[src/rtl/uart_tx_arbiter.sv]
// ---------------------------------------------------------------------------
// uart_tx_arbiter
// Shares one UART transmitter between NUM_REQ byte-stream requesters.
// Round-robin grant held for a whole packet (until req_last) or MAX_BURST
// bytes (0 = unlimited). A new byte is issued only after the previous one
// reports uart_tx_complete.
//
// Optional feature macro: UART_ARB_TAG_EN
//   When defined, each new grant first sends a header byte
//   {4'hA, 1'b0, grant_id[2:0]} through the transmitter before any data.
//
// Ports
//   clk, rst_n        clock, asynchronous active-low reset
//   req_valid[i]      requester i presents a byte on req_data[8i+7:8i]
//   req_data          packed request bytes
//   req_last[i]       presented byte ends requester i's packet
//   req_ready[i]      byte of requester i accepted this cycle (combinational)
//   uart_tx_data      byte to transmitter, stable from tx_rdy to tx_complete
//   uart_tx_rdy       one-cycle start pulse to transmitter
//   uart_tx_complete  one-cycle frame-done pulse from transmitter
//   busy              FSM is not idle
//   grant_id          current/last granted requester
// ---------------------------------------------------------------------------
module uart_tx_arbiter #(
    parameter int unsigned NUM_REQ   = 4,
    parameter int unsigned MAX_BURST = 16,
    parameter int unsigned ID_W      = 2
) (
    input  logic                 clk,
    input  logic                 rst_n,
    input  logic [NUM_REQ-1:0]   req_valid,
    input  logic [8*NUM_REQ-1:0] req_data,
    input  logic [NUM_REQ-1:0]   req_last,
    output logic [NUM_REQ-1:0]   req_ready,
    output logic [7:0]           uart_tx_data,
    output logic                 uart_tx_rdy,
    input  logic                 uart_tx_complete,
    output logic                 busy,
    output logic [ID_W-1:0]      grant_id
);

    // Burst counter must hold MAX_BURST itself without wrapping.
    localparam int unsigned BC_W = (MAX_BURST < 2) ? 1 : $clog2(MAX_BURST + 1);

    typedef enum logic [2:0] {
`ifdef UART_ARB_TAG_EN
        ST_TAG,
        ST_TAG_WAIT,
`endif
        ST_IDLE,
        ST_LOAD,
        ST_WAIT
    } state_t;

    state_t          r_state;
    logic [ID_W-1:0] r_grant_id;
    logic [7:0]      r_tx_data;
    logic            r_tx_rdy;
    logic            r_busy;
    logic            r_last;
    logic [BC_W-1:0] r_burst_cnt;

    logic            w_found;
    logic [ID_W-1:0] w_next_id;
    logic            w_hs;
    logic            w_burst_done;
    logic [7:0]      w_sel_byte;
`ifdef UART_ARB_TAG_EN
    logic [7:0]      w_tag_byte;
`endif

    // Round-robin search starting just after the last granted requester.
    always_comb begin
        logic [ID_W-1:0] idx;
        w_found   = 1'b0;
        w_next_id = r_grant_id;
        idx       = '0;
        for (int unsigned i = 1; i <= NUM_REQ; i++) begin
            idx = ID_W'((32'(r_grant_id) + i) % NUM_REQ);
            if (!w_found && req_valid[idx]) begin
                w_found   = 1'b1;
                w_next_id = idx;
            end
        end
    end

    // Only the granted requester can be accepted, and only in LOAD.
    always_comb begin
        req_ready = '0;
        if (r_state == ST_LOAD) begin
            req_ready[r_grant_id] = req_valid[r_grant_id];
        end
    end

    assign w_hs         = (r_state == ST_LOAD) && req_valid[r_grant_id];
    assign w_sel_byte   = req_data[32'(r_grant_id) * 8 +: 8];
    assign w_burst_done = (MAX_BURST != 0) && (r_burst_cnt == BC_W'(MAX_BURST));
`ifdef UART_ARB_TAG_EN
    assign w_tag_byte   = {4'hA, 1'b0, 3'(r_grant_id)};
`endif

    // Main FSM with registered transmitter-side outputs.
    always_ff @(posedge clk or negedge rst_n) begin
        if (!rst_n) begin
            r_state     <= ST_IDLE;
            r_grant_id  <= ID_W'(NUM_REQ - 1);
            r_tx_data   <= 8'h00;
            r_tx_rdy    <= 1'b0;
            r_busy      <= 1'b0;
            r_last      <= 1'b0;
            r_burst_cnt <= '0;
        end else begin
            r_tx_rdy <= 1'b0;
            case (r_state)
                ST_IDLE: begin
                    if (w_found) begin
                        r_grant_id <= w_next_id;
                        r_busy     <= 1'b1;
`ifdef UART_ARB_TAG_EN
                        r_state    <= ST_TAG;
`else
                        r_state    <= ST_LOAD;
`endif
                    end
                end
`ifdef UART_ARB_TAG_EN
                ST_TAG: begin
                    r_tx_data <= w_tag_byte;
                    r_tx_rdy  <= 1'b1;
                    r_state   <= ST_TAG_WAIT;
                end
                ST_TAG_WAIT: begin
                    if (uart_tx_complete) begin
                        r_state <= ST_LOAD;
                    end
                end
`endif
                ST_LOAD: begin
                    // A stalled requester keeps the grant indefinitely.
                    if (w_hs) begin
                        r_tx_data <= w_sel_byte;
                        r_last    <= req_last[r_grant_id];
                        if (MAX_BURST != 0) begin
                            r_burst_cnt <= r_burst_cnt + BC_W'(1);
                        end
                        r_tx_rdy  <= 1'b1;
                        r_state   <= ST_WAIT;
                    end
                end
                ST_WAIT: begin
                    if (uart_tx_complete) begin
                        if (r_last || w_burst_done) begin
                            r_burst_cnt <= '0;
                            r_busy      <= 1'b0;
                            r_state     <= ST_IDLE;
                        end else begin
                            r_state <= ST_LOAD;
                        end
                    end
                end
                default: begin
                    r_busy  <= 1'b0;
                    r_state <= ST_IDLE;
                end
            endcase
        end
    end

    assign uart_tx_data = r_tx_data;
    assign uart_tx_rdy  = r_tx_rdy;
    assign busy         = r_busy;
    assign grant_id     = r_grant_id;

endmodule

[config.mk]
export PLATFORM = sky130hd
export DESIGN_NAME = uart_tx_arbiter
export DESIGN_NICKNAME = d
export VERILOG_FILES = /design/src/rtl/uart_tx_arbiter.sv
export SDC_FILE = /design/constraint.sdc
export NUM_CORES = 1
export LEC_CHECK = 0
export CAP_MARGIN = 0
export CORE_MARGIN = 3
export CORE_UTILIZATION = 54
export DETAILED_ROUTE_END_ITERATION = 8
export DONT_BUFFER_PORTS = 1
export PLACE_DENSITY = 0.69
export SLEW_MARGIN = 20
export SYNTH_ARGS = -nofsm -noshare
export SYNTH_HDL_FRONTEND = slang
export SYNTH_SLANG_ARGS = --single-unit
[constraint.sdc]
create_clock -name clk -period 2.6 [get_ports clk]
set_input_delay 0.26 -clock clk [delete_from_list [all_inputs] [get_ports clk]]
set_output_delay 0.26 -clock clk [all_outputs]
set_load 0.005 [all_outputs]
# Yosys cells after proc, flatten, opt, wreduce, memory -nomap -nowiden
# Index checks and enable logic that the tools add are counted.
# classes
addsub,5
order_cmp,6
eq_ne,7
shifts,1
n_mux,38
n_bitwise,2
n_reduce_logical,17
# ops
operator,count
32-bit by 6-bit variable part select with 8-bit output,1
1-bit two-way mux,17
"2-bit by 3-bit < comparator with 1-bit output, second input constant",5
5-bit two-way mux,3
1-bit binary-select mux with 2-bit select,6
5-bit one-hot mux with 2 select lines,1
3-bit two-way mux,3
3-bit one-hot mux with 3 select lines,1
2-bit two-way mux,4
"2-bit inequality test, second input constant",4
4-bit AND reduction,2
3-bit AND reduction,2
"5-bit by 1-bit adder with 5-bit output, second input constant",1
"5-bit equality test, second input constant",1
1-bit logical AND,5
"2-bit by 1-bit adder with 2-bit output, second input constant",2
"2-bit adder, second input constant",2
4-bit AND,1
4-bit two-way mux,1
4-bit nonzero test,1
"3-bit by 1-bit equality test with 1-bit output, second input constant",1
"3-bit by 2-bit equality test with 1-bit output, second input constant",1
1-bit zero test,3
3-bit zero test,1
7 further kinds,7
# totals
register_bits,21
inputBits,43
out_inout_bits,16
word_cells,83

# Depth between registers and ports, before layout
# Gate-level depths: netlist (run 1).
# logic_depth
word_depth,15
mapped_depth,7
mapped_depth_nobuf,7

# Worst setup path before layout (run 1)
# OpenSTA, ideal clock, no wires.
# synth_path
path_type,flip-flop to flip-flop
startpoint,register r_grant_id[0] (netlist: grant_id[0])
endpoint,register r_grant_id[0] (netlist: grant_id[0])
setup_time_ps,75
arrival_time_ps,1985
required_time_ps,2525
path_slack_ps,539
path_stages_with_launch,7
n_path_buf,1
synth_period_minus_slack_ps,2061
cell_sequence,dfstp_2 > buf_6 > inv_1 > ha_1 > mux4_2 > o21ai_0 > xnor2_1
# synth_between
elab_chain_cells,14
word_cells_on_any_way,28
classes_between,4 x add/sub; 16 x mux; 8 x reduce/logical
# synth_rtl
element,line_no,rtl
"start, declared",56,logic [ID_W-1:0] r_grant_id;
"start signal, assigned",106,r_grant_id <= ID_W'(NUM_REQ - 1);
"start signal, assigned",117,r_grant_id <= w_next_id;
2-bit by 1-bit adder with 2-bit output,79,idx = ID_W'((32'(r_grant_id) + i) % NUM_REQ);
1-bit binary-select mux with 2-bit select,80,if (!w_found && req_valid[idx]) begin
1-bit two-way mux (implied by the code),80,
1-bit two-way mux,80,
1-bit zero test,80,
1-bit logical AND,80,
1-bit two-way mux,80,
1-bit zero test,80,
1-bit logical AND,80,
1-bit two-way mux,80,
1-bit zero test,80,
1-bit logical AND,80,
4-bit nonzero test (no source line) or 1-bit two-way mux (tied branches),--,
3-bit AND reduction (no source line),--,
# Parallel ways exist; a longest one is shown, timed or not. The select of a mux whose other input is x is not followed.
# A chain may end at the register's enable or synchronous reset.

# Final worst setup path (run 1)
# layout_path
startpoint,register r_grant_id[0] (netlist: grant_id[0])
endpoint,output req_ready[2]
# layout_between
elab_chain_cells,6
word_cells_on_any_way,9
classes_between,2 x order compare; 5 x mux; 1 x bitwise; 1 x reduce/logical
# layout_rtl
element,line_no,rtl
2-bit by 3-bit < comparator with 1-bit output (implied by the code) or 2-bit by 1-bit >= comparator with 1-bit output (tied branches),91,req_ready[r_grant_id] = req_valid[r_grant_id];
1-bit logical AND (implied by the code),91,
1-bit two-way mux (implied by the code),91,
1-bit demux with 2-bit select,91,
4-bit AND (no source line) *,--,
4-bit two-way mux *,90,if (r_state == ST_LOAD) begin
"end, declared",34,"output logic [NUM_REQ-1:0] req_ready,"
# Every way passes the cells marked *; elsewhere a longest branch is shown, timed or not. The select of a mux whose other input is x is not followed.

==> results of run 1 <==
[where the power goes]
part / total [uW] / internal, uW / switching (uW) / leakage [uW]
clock network: 184 / 85.4 / 99.0 / 0.0000210
logic: 1010 / 594 / 418 / 0.000362
registers: 636 / 476 / 160 / 0.000238
total: 1830 / 1160 / 678 / 0.000621
[cell usage after synthesis (all sizes together), types with 2 or more instances]
library cell / number
buf: 4
nand3: 3
mux2i: 4
nand2: 7
inv: 7
dfrtp: 18
mux2: 10
nand4: 2
nand2b: 3
xnor2: 2
nor2: 2
mux4: 12
o21ai: 6
ha: 6
and2: 5
or2: 2
nor3: 2
dfstp: 2
[final cells by class]
cell class	count	area share (%)
multi-input combinational	78	56.27
sequential	20	34.74
clock buffer	4	2.506
tap	28	2.420
timing repair buffer	4	2.247
inverter	7	1.815
[flip-flops by register name, summed over array words and instances (netlist names)]
| signal | cells |
|---|---|
| uart_tx_data | 8 |
| r_burst_cnt | 5 |
| grant_id | 2 |
| r_state | 2 |
| busy | 1 |
| r_last | 1 |
| uart_tx_rdy | 1 |
[metal layers]
metal / up-vias / wire [um] / global-route usage, %
li1: 419 / - / -
met5: - / 0 / 0
met4: 0 / 32 / 5.424
met1: 442 / 1111 / 22.50
met3: 4 / 240 / 6.667
met2: 42 / 1265 / 28.71
[kinds of logic after synthesis]
family / after synthesis / synth area share, %
simple gates: 29 / 11.86
mux: 26 / 33.03
flops: 20 / 36.38
compound gates: 15 / 7.331
buf+inv: 12 / 4.706
fa+ha+maj: 6 / 5.430
xor+xnor: 2 / 1.267
[how the worst max path moves through the flow]
stage / start / end / slack [ns] / cells after the start
6_report: grant_id[0]$_DFFE_PN1P_ / req_ready[2] / 0.27 / 3
5_1_grt: grant_id[0]$_DFFE_PN1P_ / grant_id[1]$_DFFE_PN1P_ / 0.15 / 6
4_1_cts: grant_id[0]$_DFFE_PN1P_ / req_ready[3] / 0.26 / 3
3_5_place_dp: grant_id[0]$_DFFE_PN1P_ / grant_id[0]$_DFFE_PN1P_ / 0.40 / 5
3_3_place_gp: grant_id[0]$_DFFE_PN1P_ / grant_id[0]$_DFFE_PN1P_ / 0.48 / 5
2_1_floorplan: grant_id[0]$_DFFE_PN1P_ / grant_id[0]$_DFFE_PN1P_ / 0.54 / 6
[through the flow]
step / cell area (sq um) / power [uW] / setup WS (ns) / utilization [%] / instances
2_1_floorplan: 1383 / 1514 / 0.5392 / - / 110
3_3_place_gp: 1401 / 1619 / 0.4796 / 60.44 / 136
3_5_place_dp: 1401 / 1666 / 0.4024 / 60.44 / 136
4_1_cts: 1448 / 1854 / 0.2566 / 62.44 / 141
5_1_grt: 1448 / 1997 / 0.1467 / 62.44 / 141
6_report: 1448 / 1833 / 0.2745 / 62.44 / 141
[cell usage in the layout (no fill, tap or decap), drive strengths merged, types with 2 or more instances in the layout]
cell type  instances
dfrtp             18
mux4              12
mux2              10
inv                7
nand2              7
o21ai              6
ha                 6
and2               5
mux2i              4
clkbuf             4
nand2b             3
nand3              3
buf                3
nand4              2
or2                2
xnor2              2
nor3               2
nor2               2
dfstp              2
[repair_timing]
item | in CTS | in global routing
hold buffers | 1 | 0
endpoints found under the setup margin | 0 | 0
gates resized for setup | 0 | 0
hold endpoints to repair | 20 | 0
==> flow_summary.json, run 1 <==
{
  "status": "finished clean",
  "ys_types": 34,
  "maxSlewHeadroom_pct": 41.18,
  "synth_fp_nets": 159,
  "syn_avg_cell_area_sq_um": 12.57,
  "rsz0062_at_grt": "no",
  "drv_slew": 0,
  "fin_crit_sh_pct": 89.44,
  "firstDrtPassIters": 4,
  "holdCritPathClass": "in -> reg",
  "grt_max_degree": 22,
  "global_route.usage.total_pct": 17.94,
  "synth.cell_area_sq_mm": 0.001383,
  "ios": 59,
  "critPathMaxFanout": 21,
  "cts_buffers": 3,
  "synth_edf_count": 0,
  "setup_viol": 0,
  "arrival_ns": 2.07,
  "min_path_cells": 2,
  "synthCells": 110,
  "critical_path.max_stage_delay_ns": 0.69,
  "ys_top_cells_by_area": "dfrtp_1 (33%), mux4_2 (20%), mux2_4 (9.8%)",
  "cts_max_level": 1,
  "vias": 907,
  "cts.path.max_buffers": 2,
  "area.growth.synth_to_final_pct": 4.706,
  "cp.required_ns": 2.34,
  "via_per_inst": 6.433,
  "multi_input_area_sq_um": 814.5,
  "critical_path_buf_inv_count": 0,
  "cts_sinks": 20,
  "rows": 17,
  "io_buffers": 0,
  "drc": 0,
  "holdCritStartpoint": "uart_tx_complete",
  "seq_area_sq_um": 503.0,
  "worstMarginPinSlew_ns": 0.8795,
  "r2r_setup_slack_ns": 0.41,
  "diodes": 0,
  "drive_gt1_share_pct": 30.97,
  "p_leak_uw": 0.0006209,
  "cp-end-kind": "output pin",
  "start_kind": "register",
  "cts_setup_buffers": 0,
  "fmax_mhz": 430.0,
  "synth_seq_cells": 20,
  "n_fill_cell": 184,
  "finalNetCount": 163,
  "holdPathEnd": "r_state[1]$_DFFE_PN0P_",
  "cts_root_buf": "clkbuf_4",
  "min_period_ns": 2.325,
  "dp_hpwl_mm": 2.126,
  "yosysTopAreaCellShare_pct": 32.58,
  "synthArstFlopShare_pct": 100.0,
  "timing.hold.ws_ns": 0.1576,
  "start_util_pct": 59.63,
  "die_h_um": 56.60,
  "worstSetupPathType": "reg -> out",
  "dominantRegCellSynth": "dfrtp_1",
  "die_x_um": 56.60,
  "cp_slowest_cell": "dfstp_2",
  "drt_wl_total_mm": 2.650,
  "yosys_warnings": 0,
  "synth.largest_area_cell": "dfrtp_1",
  "grt_pass1_wl_mm": 4.519,
  "overflow": 0,
  "core_sq_mm": 0.002318,
  "drt_iter0_drc": 10,
  "place_congestion": 0.7688,
  "final_antenna_net_count": 0,
  "reg2regPathDepth": 5,
  "crit_chain": "mux4_2 > and3_4 > and2_1",
  "ys_seq_area_share_pct": 36.38,
  "clk_pin_slew_ns": 0.12,
  "drv_cap": 0,
  "fin_tns_setup_ns": 0,
  "clk_latency_ns": 0.30,
  "power_density_mw_per_mm2": 1266,
  "grt_pass1_vias": 944,
  "reg2reg_from": "grant_id[0]$_DFFE_PN1P_",
  "crit_family": "flip-flops",
  "skew_ns": 0.002460,
  "cts_tree": "yes",
  "peakVddDrop_mv": 0.7621,
  "reg2reg_to": "grant_id[0]$_DFFE_PN1P_",
  "routedWlPerCell_um": 18.79,
  "die_area_sq_mm": 0.003204,
  "antenna_found_initial": 0,
  "hold_violations": 0
}
Power figures use the tool's default switching activity.
==> inputs of run 2 (changes only) <==
- clock period: 2.6 -> 2.3 ns (I/O delays scaled with it)
==> run 2 against run 1 <==
Against the previous run: final area did not move; die area did not move; clock power rose by 9%; clock-buffer cell count did not move; hold slack got worse by 0.012 ns; critical path depth did not move; combinational power rose by 15%; largest cell class unchanged; highest routed layer unchanged.
==> flow_summary.json, run 2 (same netlist as run 1, synthesis figures left out) <==
{
  "worstMarginPinSlew_ns": 0.8727,
  "final_cell_mix": "dfrtp_1 (18), mux4_2 (12), mux2_4 (9)",
  "grt_max_degree": 22,
  "fin_tns_setup_ns": 0,
  "power_density_mw_per_mm2": 1433,
  "min_path_cells": 2,
  "dp_hpwl_mm": 2.244,
  "cp-end-kind": "output pin",
  "fmax_mhz": 458.0,
  "cts_buffers": 3,
  "drc": 0,
  "io_buffers": 0,
  "crit_family": "flip-flops",
  "dp.cells": 136,
  "critical_path_buf_inv_count": 0,
  "p_leak_uw": 0.0006209,
  "final_antenna_net_count": 0,
  "cts_setup_buffers": 0,
  "hold_violations": 0,
  "ctsResizeCount": 0,
  "die_area_sq_mm": 0.003204,
  "firstDrtPassIters": 4,
  "drive_gt1_share_pct": 30.97,
  "stdcell_area_sq_mm": 0.001448,
  "clk_pin_slew_ns": 0.10,
  "r2r_setup_slack_ns": 0.16,
  "final_cell_count_no_fill": 141,
  "min_period_ns": 2.184,
  "clk_latency_ns": 0.29,
  "holdPathEnd": "r_state[1]$_DFFE_PN0P_",
  "start_util_pct": 59.63,
  "rsz0062_at_grt": "no",
  "cts_sinks": 20,
  "cp.required_ns": 2.07,
  "start_kind": "register",
  "place_congestion": 0.8120,
  "maxSlewHeadroom_pct": 41.63,
  "status": "finished clean",
  "drv_slew": 0,
  "placed_area_sq_mm": 0.001401,
  "worstSetupPathType": "reg -> out",
  "setup_viol": 0,
  "overflow": 0,
  "cp_slowest_cell": "dfstp_2",
  "grt_pass1_wl_mm": 4.581,
  "cts_tree": "yes",
  "ios": 59,
  "antenna_found_initial": 0,
  "global_route.usage.total_pct": 18.59,
  "largest_reg_flops": 8,
  "vias": 906,
  "arrival_ns": 1.95,
  "holdCritStartpoint": "uart_tx_complete",
  "drv_cap": 0,
  "die_h_um": 56.60,
  "critPathMaxFanout": 21,
  "rows": 17,
  "skew_ns": 0.005222,
  "drt_iter0_drc": 12,
  "cp-startpoint": "grant_id[0]$_DFFE_PN1P_",
  "via_per_inst": 6.426,
  "core_sq_mm": 0.002318,
  "finalNetCount": 163,
  "fin_crit_sh_pct": 94.94,
  "reg2reg_to": "grant_id[1]$_DFFE_PN1P_",
  "reg2regPathDepth": 6,
  "area.growth.synth_to_final_pct": 4.706,
  "cts.path.max_buffers": 2,
  "reg2reg_from": "grant_id[0]$_DFFE_PN1P_",
  "critical_path.max_stage_delay_ns": 0.64,
  "routedWlPerCell_um": 20.43,
  "cts_root_buf": "clkbuf_4",
  "peakVddDrop_mv": 0.9545,
  "cts_max_level": 1,
  "crit_chain": "mux4_2 > and3_4 > and2_1",
  "holdCritPathClass": "in -> reg",
  "die_x_um": 56.60,
  "grt_pass1_vias": 928,
  "diodes": 0,
  "p_total_uw": 2074,
  "final_common_cell": "dfrtp_1",
  "drt_wl_total_mm": 2.880
}
==> run 2: worst max-delay path by stage <==
| stage | end | slack [ns] | depth (start not counted) |
|---|---|---|---|
| after floorplan | grant_id[0]$_DFFE_PN1P_ | 0.24 | 6 |
| after global placement | grant_id[0]$_DFFE_PN1P_ | 0.24 | 5 |
| after detailed placement | grant_id[0]$_DFFE_PN1P_ | 0.18 | 5 |
| after CTS | req_ready[1] | 0.05 | 3 |
| after global routing | req_ready[1] | 0.03 | 3 |
| final | req_ready[1] | 0.12 | 3 |
==> run 2: per-layer routing <==
| layer | GRT usage (%) | vias to the layer above | share of wire (%) |
|---|---|---|---|
| met4 | 8.136 | 0 | 0.97 |
| met5 | 0 | - | 0 |
| met2 | 29.54 | 53 | 49 |
| li1 | - | 420 | - |
| met3 | 5.057 | 2 | 8.7 |
| met1 | 23.65 | 431 | 42 |
==> run 2: cell type report <==
class,instances,area [sq um]
Tap cell,28,35.03
Timing Repair Buffer,4,32.53
Inverter,7,26.28
Fill cell,181,870.8
Multi-Input combinational cell,78,814.5
Sequential cell,20,503.0
Clock buffer,4,36.28
==> run 2: report_power, final <==
part | switching [uW] | internal (uW)
Clock | 103 | 96.5
Combinational | 493 | 671
Sequential | 173 | 538
==> run 2: per-stage QoR <==
step	utilization (%)	hold slack, ns	setup WS, ns
after CTS	62.44	0.1328	0.04899
after global placement	60.44	-0.06517	0.2399
after detailed placement	60.44	-0.06515	0.1783
after global routing	62.44	0.1462	0.02592
after floorplan	-	-0.06559	0.2392
final	62.44	0.1455	0.1165
==> run 2: what timing repair did <==
item | in CTS | in global routing
setup endpoints to repair | 0 | 4
hold buffers | 1 | 0
hold endpoints to repair | 20 | 0
==> inputs of run 3 (changes only) <==
- ABC_CLOCK_PERIOD_IN_PS: unset -> 2300
- CORE_UTILIZATION: 54 -> 42
- DONT_BUFFER_PORTS: 1 -> unset
- PLACE_DENSITY: 0.69 -> 0.79
- TNS_END_PERCENT: unset -> 5
==> run 3 against run 2 <==
Against the previous run: die area up 25%; final cell count grew 57%; sequential power decreased by 3.2%; flip-flop and latch count unchanged; fmax down 2.1%; wire length grew 15%; utilization up 4.9 points; highest routed layer unchanged; clock skew fell by 0.0031 ns; worst setup slack worse by 0.047 ns; clock power is essentially flat; non-clock buffer count is 64 higher.
==> flow_summary.json, run 3 (same netlist as run 1, synthesis figures left out) <==
{
  "holdCritPathClass": "in -> async",
  "cp-startpoint": "grant_id[0]$_DFFE_PN1P_",
  "clk_pin_slew_ns": 0.11,
  "timing.hold.ws_ns": 0.2623,
  "largest_reg_flops": 8,
  "antenna_found_initial": 0,
  "reg2reg_to": "grant_id[1]$_DFFE_PN1P_",
  "diodes": 0,
  "cp.required_ns": 2.07,
  "hold_buffers": 0,
  "crit_path_end": "req_ready[3]",
  "r2r_setup_slack_ns": 0.14,
  "swShare_pct": 34.14,
  "drv_slew": 0,
  "drv_cap": 0,
  "grt_max_degree": 21,
  "drive_gt1_share_pct": 24.29,
  "maxSlewHeadroom_pct": 80.83,
  "area.growth.synth_to_final_pct": 51.04,
  "io_buffers": 58,
  "cp-end-kind": "output pin",
  "dp_hpwl_mm": 2.765,
  "drt_iter0_drc": 57,
  "firstDrtPassIters": 4,
  "grt_pass1_vias": 1226,
  "cts_tree": "yes",
  "place_congestion": 0.8566,
  "final_cell_mix": "clkdlybuf4s50_1 (54), dfrtp_1 (18), mux4_2 (12)",
  "vias": 1125,
  "reg2reg_from": "grant_id[1]$_DFFE_PN1P_",
  "overflow": 0,
  "p_leak_uw": 0.0008920,
  "skew_ns": 0.002092,
  "critPathMaxFanout": 6,
  "fin_tns_setup_ns": 0,
  "via_per_inst": 5.090,
  "worstSetupPathType": "reg -> out",
  "core_sq_mm": 0.003103,
  "status": "finished clean",
  "worstMarginPinSlew_ns": 0.2846,
  "post-place-ws_ns": 0.03300,
  "fmax_mhz": 448.4,
  "intPower_uw": 1591,
  "start_util_pct": 44.56,
  "ios": 59,
  "p_clk_share_pct": 8.2,
  "rsz0062_at_grt": "no",
  "reg2regPathDepth": 6,
  "grt_pass1_wl_mm": 5.658,
  "cts.path.max_buffers": 2,
  "placed_area_sq_mm": 0.002039,
  "routedWlPerCell_um": 15.01,
  "arrival_ns": 2.00,
  "cts_buffers": 3,
  "power_density_mw_per_mm2": 1157,
  "switchingPower_uw": 824.9,
  "start_kind": "register",
  "drc": 0,
  "hold_violations": 0,
  "min_period_ns": 2.230,
  "cts_sinks": 20,
  "cts_root_buf": "clkbuf_4",
  "die_h_um": 63.38,
  "final_antenna_net_count": 0,
  "drt_wl_total_mm": 3.318,
  "clk_latency_ns": 0.29,
  "cts_max_level": 1,
  "setup_viol": 0,
  "fin_crit_sh_pct": 96.96,
  "seq_power_share_pct": 28.4,
  "stdcell_area_sq_mm": 0.002088,
  "global_route.usage.total_pct": 17.57,
  "p_comb_share_pct": 63.4,
  "peakVddDrop_mv": 0.7088,
  "setup_slack_ns": 0.06985,
  "final_common_cell": "clkdlybuf4s50_1",
  "finalNetCount": 227,
  "die_area_sq_mm": 0.004016,
  "rows": 20,
  "fin_util_pct": 67.30,
  "die_x_um": 63.38
}
run 3: cell count changes in the layout (fill, tap and decap cells not counted):
cell and delta:
o21ai_1 +1, o21ai_0 -1, buf_4 +7, ha_2 +1, dlygate4sd2_1 +4, clkdlybuf4s50_1 +54
dlygate4sd3_1 -1, ha_1 -1
run 3: worst max-delay path, stage by stage (launching register included):
cell	delay, ns
dfstp_2	0.56
mux4_2	0.51
and3_4	0.22
and2_1	0.16
dlygate4sd2_1	0.26
run 3: stage by stage:
step | total power, uW | instances
2_1_floorplan | 1711 | 110
3_3_place_gp | 2169 | 215
3_5_place_dp | 2215 | 215
4_1_cts | 2430 | 221
5_1_grt | 2618 | 221
6_report | 2416 | 221
run 3: layout make-up:
| type | count | area (sq um) |
|---|---|---|
| clock buffer | 4 | 36.28 |
| fill | 267 | 1015 |
| inverter | 7 | 26.28 |
| multi-input combinational | 78 | 817.0 |
| sequential | 20 | 503.0 |
| tap | 44 | 55.05 |
| timing repair buffer | 68 | 650.6 |
run 3: power groups by stage:
stage                     sequential [uW]  clock (uW)  combinational, uW
after floorplan                       676           0               1040
after global routing                  721         213               1680
final                                 687         197               1530
after detailed placement              705           0               1510
after global placement                695           0               1470
after CTS                             689         201               1540
run 3: worst min path at each step:
stage	end	slack, ns	cells past startpoint
after global placement	r_burst_cnt[4]$_DFFE_PN0P_	0.48	1
final	r_burst_cnt[3]$_DFFE_PN0P_	0.26	2
after global routing	r_burst_cnt[3]$_DFFE_PN0P_	0.27	2
after detailed placement	r_burst_cnt[4]$_DFFE_PN0P_	0.48	1
after CTS	r_burst_cnt[3]$_DFFE_PN0P_	0.26	2
after floorplan	busy$_DFFE_PN0P_	-0.07	0
run 3: what timing repair did:
item                       4_1_cts  5_1_grt
hold endpoints to repair         0        0
setup buffers                    2        0
resized for setup                4        2
setup endpoints to repair        4        2
run 3: metal layers:
layer	up-vias	global-route usage, %	wire length, um
met5	-	0	0
met4	0	4.582	48
met3	4	3.030	111
met2	22	32.72	1843
met1	552	20.57	1314
li1	547	-	-
